<file path="src/rtl/mxbiu_pkg.sv">
// mxbiu_pkg: shared state encoding and constants for the mxbiu bus interface unit.
// Latency: n/a (types and constants only).
// Backpressure: n/a.
// Optional feature macro used by the bundle: MXBIU_TIMEOUT_EN.
package mxbiu_pkg;

  // One transaction at a time: idle, waiting on a read or write ack, then a
  // single completion cycle that carries the valid pulse.
  typedef enum logic [1:0] {
    IDLE    = 2'd0,
    RD_WAIT = 2'd1,
    WR_WAIT = 2'd2,
    DONE    = 2'd3
  } mxbiu_state_t;

  // Read data returned for a load that timed out; sliced to DATA_WIDTH at use.
  localparam logic [63:0] MXBIU_RDATA_ERR = '1;

endpackage

</file>
<file path="src/rtl/mxbiu_wdog.sv">
// mxbiu_wdog: watchdog cycle counter for an outstanding memory transaction.
// Latency: expire is combinational from the count, asserted in the LIMIT-th waiting cycle.
// Backpressure: none; clr restarts the count, en advances it.
// Ports: clk, rst_n, clr (restart at 0), en (count this cycle), expire (limit reached now).
// Only compiled when MXBIU_TIMEOUT_EN is defined.
`ifdef MXBIU_TIMEOUT_EN
module mxbiu_wdog #(
  parameter int LIMIT = 255
) (
  input  logic clk,
  input  logic rst_n,
  input  logic clr,
  input  logic en,
  output logic expire
);

  localparam int CW = (LIMIT < 2) ? 1 : $clog2(LIMIT + 1);

  logic [CW-1:0] cnt_q;
  logic [CW-1:0] cnt_d;

  always_comb begin
    cnt_d = cnt_q;
    if (clr) begin
      cnt_d = '0;
    end else if (en) begin
      cnt_d = cnt_q + 1'b1;
    end
  end

  // The count holds the number of waiting cycles already completed, so the
  // LIMIT-th waiting cycle is the one where it equals LIMIT-1.
  assign expire = en && (cnt_q == CW'(LIMIT - 1));

  always_ff @(posedge clk or negedge rst_n) begin
    if (!rst_n) begin
      cnt_q <= '0;
    end else begin
      cnt_q <= cnt_d;
    end
  end

endmodule
`endif

</file>
<file path="src/rtl/mxbiu.sv">
// mxbiu: LSU-to-memory bus interface unit, one single-beat transaction outstanding.
// Latency: mem_req from the accept edge; valid pulse the cycle after mem_ack is sampled (>=2 cycles).
// Backpressure: both readies drop from acceptance until the unit returns to IDLE.
// Ports: biu_* load/store request channel from the LSU; mem_* single-beat memory port.
// Optional: MXBIU_TIMEOUT_EN adds the watchdog and the biu_err output.
module mxbiu
  import mxbiu_pkg::*;
#(
  parameter int ADDR_WIDTH     = 8,
  parameter int DATA_WIDTH     = 8,
  parameter int TIMEOUT_CYCLES = 255
) (
  input  logic                  clk,
  input  logic                  rst_n,
  input  logic [ADDR_WIDTH-1:0] biu_rd_addr,
  output logic [DATA_WIDTH-1:0] biu_rdata,
  output logic                  biu_load_ready,
  input  logic                  biu_load,
  output logic                  biu_load_valid,
  input  logic [ADDR_WIDTH-1:0] biu_wr_addr,
  input  logic [DATA_WIDTH-1:0] biu_wdata,
  output logic                  biu_store_ready,
  input  logic                  biu_store,
  output logic                  biu_store_valid,
  output logic [ADDR_WIDTH-1:0] mem_addr,
  output logic [DATA_WIDTH-1:0] mem_wdata,
  input  logic [DATA_WIDTH-1:0] mem_rdata,
  output logic                  mem_req,
  output logic                  mem_we,
  input  logic                  mem_ack
`ifdef MXBIU_TIMEOUT_EN
  ,
  output logic                  biu_err
`endif
);

  mxbiu_state_t          state_q,       state_d;
  logic                  rdy_q,         rdy_d;
  logic                  load_valid_q,  load_valid_d;
  logic                  store_valid_q, store_valid_d;
  logic                  err_q,         err_d;
  logic                  mem_req_q,     mem_req_d;
  logic                  mem_we_q,      mem_we_d;
  logic [ADDR_WIDTH-1:0] mem_addr_q,    mem_addr_d;
  logic [DATA_WIDTH-1:0] mem_wdata_q,   mem_wdata_d;
  logic [DATA_WIDTH-1:0] rdata_q,       rdata_d;

  logic accept;
  logic waiting;
  logic timeout;

  assign accept  = (state_q == IDLE) && (biu_store || biu_load);
  assign waiting = (state_q == RD_WAIT) || (state_q == WR_WAIT);

`ifdef MXBIU_TIMEOUT_EN
  // Counter restarts on every acceptance and only runs while a waiting
  // cycle passes without an acknowledge.
  mxbiu_wdog #(
    .LIMIT (TIMEOUT_CYCLES)
  ) u_wdog (
    .clk    (clk),
    .rst_n  (rst_n),
    .clr    (accept),
    .en     (waiting && !mem_ack),
    .expire (timeout)
  );
  assign biu_err = err_q;
`else
  assign timeout = 1'b0;
`endif

  always_comb begin
    state_d       = state_q;
    rdy_d         = rdy_q;
    load_valid_d  = 1'b0;
    store_valid_d = 1'b0;
    err_d         = 1'b0;
    mem_req_d     = mem_req_q;
    mem_we_d      = mem_we_q;
    mem_addr_d    = mem_addr_q;
    mem_wdata_d   = mem_wdata_q;
    rdata_d       = rdata_q;

    case (state_q)
      IDLE: begin
        // Store has priority; a concurrent load simply stays pending at the
        // LSU because the readies fall with this acceptance.
        if (biu_store) begin
          state_d     = WR_WAIT;
          rdy_d       = 1'b0;
          mem_req_d   = 1'b1;
          mem_we_d    = 1'b1;
          mem_addr_d  = biu_wr_addr;
          mem_wdata_d = biu_wdata;
        end else if (biu_load) begin
          state_d    = RD_WAIT;
          rdy_d      = 1'b0;
          mem_req_d  = 1'b1;
          mem_we_d   = 1'b0;
          mem_addr_d = biu_rd_addr;
        end
      end

      RD_WAIT: begin
        if (mem_ack) begin
          state_d      = DONE;
          mem_req_d    = 1'b0;
          rdata_d      = mem_rdata;
          load_valid_d = 1'b1;
        end else if (timeout) begin
          state_d      = DONE;
          mem_req_d    = 1'b0;
          rdata_d      = MXBIU_RDATA_ERR[DATA_WIDTH-1:0];
          load_valid_d = 1'b1;
          err_d        = 1'b1;
        end
      end

      WR_WAIT: begin
        if (mem_ack) begin
          state_d       = DONE;
          mem_req_d     = 1'b0;
          store_valid_d = 1'b1;
        end else if (timeout) begin
          state_d       = DONE;
          mem_req_d     = 1'b0;
          store_valid_d = 1'b1;
          err_d         = 1'b1;
        end
      end

      DONE: begin
        state_d = IDLE;
        rdy_d   = 1'b1;
      end

      default: begin
        state_d   = IDLE;
        rdy_d     = 1'b1;
        mem_req_d = 1'b0;
      end
    endcase
  end

  always_ff @(posedge clk or negedge rst_n) begin
    if (!rst_n) begin
      state_q       <= IDLE;
      rdy_q         <= 1'b1;
      load_valid_q  <= 1'b0;
      store_valid_q <= 1'b0;
      err_q         <= 1'b0;
      mem_req_q     <= 1'b0;
      mem_we_q      <= 1'b0;
      mem_addr_q    <= '0;
      mem_wdata_q   <= '0;
      rdata_q       <= '0;
    end else begin
      state_q       <= state_d;
      rdy_q         <= rdy_d;
      load_valid_q  <= load_valid_d;
      store_valid_q <= store_valid_d;
      err_q         <= err_d;
      mem_req_q     <= mem_req_d;
      mem_we_q      <= mem_we_d;
      mem_addr_q    <= mem_addr_d;
      mem_wdata_q   <= mem_wdata_d;
      rdata_q       <= rdata_d;
    end
  end

  assign biu_load_ready  = rdy_q;
  assign biu_store_ready = rdy_q;
  assign biu_load_valid  = load_valid_q;
  assign biu_store_valid = store_valid_q;
  assign biu_rdata       = rdata_q;
  assign mem_req         = mem_req_q;
  assign mem_we          = mem_we_q;
  assign mem_addr        = mem_addr_q;
  assign mem_wdata       = mem_wdata_q;

endmodule
</file>
<file path="config.mk">
export PLATFORM = sky130hd
export DESIGN_NAME = mxbiu
export DESIGN_NICKNAME = d
export VERILOG_FILES = /design/src/rtl/mxbiu_pkg.sv /design/src/rtl/mxbiu_wdog.sv /design/src/rtl/mxbiu.sv
export SDC_FILE = /design/constraint.sdc
export NUM_CORES = 1
export LEC_CHECK = 0
export ABC_AREA = 1
export BUFFER_PORTS_ARGS = -buffer_cell sky130_fd_sc_hd__buf_2
export CORE_MARGIN = 5
export CORE_UTILIZATION = 40
export DETAILED_ROUTE_END_ITERATION = 10
export PLACE_DENSITY = 0.78
export SYNTH_ARGS = -nofsm -noshare
export SYNTH_HDL_FRONTEND = slang
export SYNTH_SLANG_ARGS = --single-unit
</file>
<file path="constraint.sdc">
create_clock -name clk -period 1.8 [get_ports clk]
set_clock_uncertainty 0.1 [all_clocks]
set_input_delay 0.09 -clock clk [delete_from_list [all_inputs] [get_ports clk]]
set_output_delay 0.09 -clock clk [all_outputs]
set_load 0.03 [all_outputs]
</file>
==> impl_metrics.ini <==
[die]
die_w_um = 69.5
die_h_um = 69.5
start_util_pct = 41.7
rows = 21
core_um2 = 3390
die_area_um2 = 4820
ioPinCount = 67

[timing]
drv_slew = 0
period_share_pct = 85.0
worst_pin_slew_ns = 0.648
rsz0062_at_grt = false
max_freq_mhz = 653
final-setup-viol-count = 0
timing.setup.tns_ns = 0
relSlewSlack_pct = 56.8
fin_crit_ns = 1.53
final_hold_viol_count = 0

[detailed_routing]
wl_per_cell_um = 11.3
drt-pass1-iter-count = 5
drtIter0Drc = 109
routed_via_density = 4.58
num_vias = 1474
routed_wl_um = 3650
drc = 0
antenna_left = 0

[logic_synthesis]
synth_cell_type_count = 15
synthCells = 172
yosysSeqAreaShare_pct = 55.0
synth_seq_cells = 31
synth.cell_area_um2 = 1410
avgSynthCellArea_um2 = 8.22
synth_fp_nets = 214
ys_warn_count = 0

[grt]
grt_pass1_wl_um = 6530
overflow = 0
grt_max_degree = 32
grt_pass1_vias = 1539
grt_use_total_pct = 16.5
antenna_found_initial = 0

[finish]
n_antenna_cell = 0
mostFrequentLayoutCell = nand2_1
final_util_pct = 63.8
fillers = 258
nets = 317
syn2layout_area_growth_pct = 52.9
drive_gt1_share_pct = 28.6
final_cell_mix = nand2_1, buf_2, dlygate4sd3_1, dfrtp_1, o21ai_0

[pwr]
power_leakage_nw = 1.25
vdd_ir_drop_max_uv = 782
pwr_density_cell_nw_per_um2 = 1570

[worst_setup_path]
arrival_ns = 1.69
regToRegSetupSlack_ns = 0.27
worstPathRequired_ns = 1.96
cp-start-kind = flip-flop
cp-end-kind = flip-flop
critPathKind = flip-flop to flip-flop
rr_endpoint = mem_addr[5]$_DFFE_PN0P_
crit_fanout = 12
r2r-start = state_q[0]$_DFFE_PN0P_
reg2regPathDepth = 6

[clock_tree]
clk_pin_slew_worst_paths_ns = 0.09
cts_sinks = 31
clk_path_buf_depth = 2
cts_buffers = 5
htree_levels = 2
cts_tree = yes
clk_latency_ns = 0.32
cts-root-buf = clkbuf_4

[job]
maxCapViolations = 0

[hold_path]
min_to = biu_load_ready$_DFFE_PN1P_
hold_path.class = input pin to flip-flop
whs_path_depth = 4
min_from = biu_load

[place]
place_hpwl_um = 2460
place_congestion = 0.755
io_buffers = 66

[outcome]
run_status = complete, no violations
-- metrics by stage --
step	setup WS [ns]	total power [W]	instances	hold slack, ns	instance area [µm²]
floorplan	0.506	0.00246	172	-0.306	1410
global placement	0.346	0.00295	280	0.0579	1770
detailed placement	0.310	0.00299	280	0.0586	1770
CTS	0.291	0.00343	322	0.0537	2160
global route	0.0971	0.00369	322	0.0722	2160
finish	0.270	0.00340	322	0.0503	2160
-- cells by family after synthesis --
kind of cell,synth area share (%)
AO/OA/AOI/OAI,4.60
buffers and inverters,5.31
flip-flops,55.0
adder cells (fa/ha/maj),4.42
AND/OR/NAND/NOR,30.7
-- sequential cells by signal (all words and copies together), names as in the netlist --
signal,flops
biu_store_valid,1
biu_load_valid,1
biu_load_ready,1
state_q,2
mem_we,1
mem_addr,8
mem_wdata,8
biu_rdata,8
mem_req,1
-- power breakdown --
part | switching [W] | internal (W)
logic | 0.00127 | 0.000563
registers | 0.000163 | 0.00103
clock network | 0.000223 | 0.000152
total | 0.00166 | 0.00174
-- cells in the mapped netlist, drive strengths merged --
cell type  instances  area, µm²
nand2             96        365
o21ai             13       65.1
clkbuf             1       5.00
clkinv             1       3.75
nand4              1       6.26
nand3             10       50.1
nor2               2       12.5
buf                5       40.0
ha                 5       62.6
dfstp              1       26.3
inv                7       26.3
dfrtp             30        751
-- per-layer routing --
| layer | wire [µm] | part of all wire, % | track usage, % |
|---|---|---|---|
| met4 | 80 | 2.2 | 5.86 |
| met1 | 1390 | 38 | 17.4 |
| met3 | 212 | 5.8 | 5.36 |
| met5 | 0 | 0 | 0 |
| met2 | 1960 | 54 | 30.4 |
-- worst max-delay path by stage --
stage / startpoint / endpoint / slack [ns] / cells past startpoint
floorplan: state_q[0]$_DFFE_PN0P_ / mem_addr[0]$_DFFE_PN0P_ / 0.51 / 6
global placement: state_q[1]$_DFFE_PN0P_ / biu_rdata[3]$_DFFE_PN0P_ / 0.35 / 6
detailed placement: state_q[1]$_DFFE_PN0P_ / biu_rdata[0]$_DFFE_PN0P_ / 0.31 / 6
CTS: state_q[1]$_DFFE_PN0P_ / biu_rdata[2]$_DFFE_PN0P_ / 0.29 / 6
global route: state_q[0]$_DFFE_PN0P_ / mem_addr[5]$_DFFE_PN0P_ / 0.1 / 6
finish: state_q[0]$_DFFE_PN0P_ / mem_addr[5]$_DFFE_PN0P_ / 0.27 / 6
-- area by class of cell --
| cell class | instances | area, µm² | area share [%] |
|---|---|---|---|
| clock buffer | 7 | 45.0 | 2.08 |
| multi-input combinational | 127 | 562 | 26.0 |
| clock inverter | 1 | 5.00 | 0.231 |
| sequential | 31 | 777 | 35.9 |
| tap | 46 | 57.6 | 2.66 |
| inverter | 8 | 30.0 | 1.39 |
| timing repair buffer | 102 | 686 | 31.7 |
-- what timing repair did --
item | 4_1_cts | 5_1_grt
endpoints found under the hold margin | 55 | 0
gates resized for setup | 0 | 0
buffers inserted | 0 | 0
hold buffers | 34 | 0
-- worst max-delay path, cell delays in order (launching register included) --
cell and delay [ns]:
dfrtp_1 0.42, inv_1 0.12, ha_1 0.17, inv_1 0.15
nor2_2 0.32, nand2_1 0.11, nand2_1 0.08
Note: power is estimated with default switching activity, not from simulation.
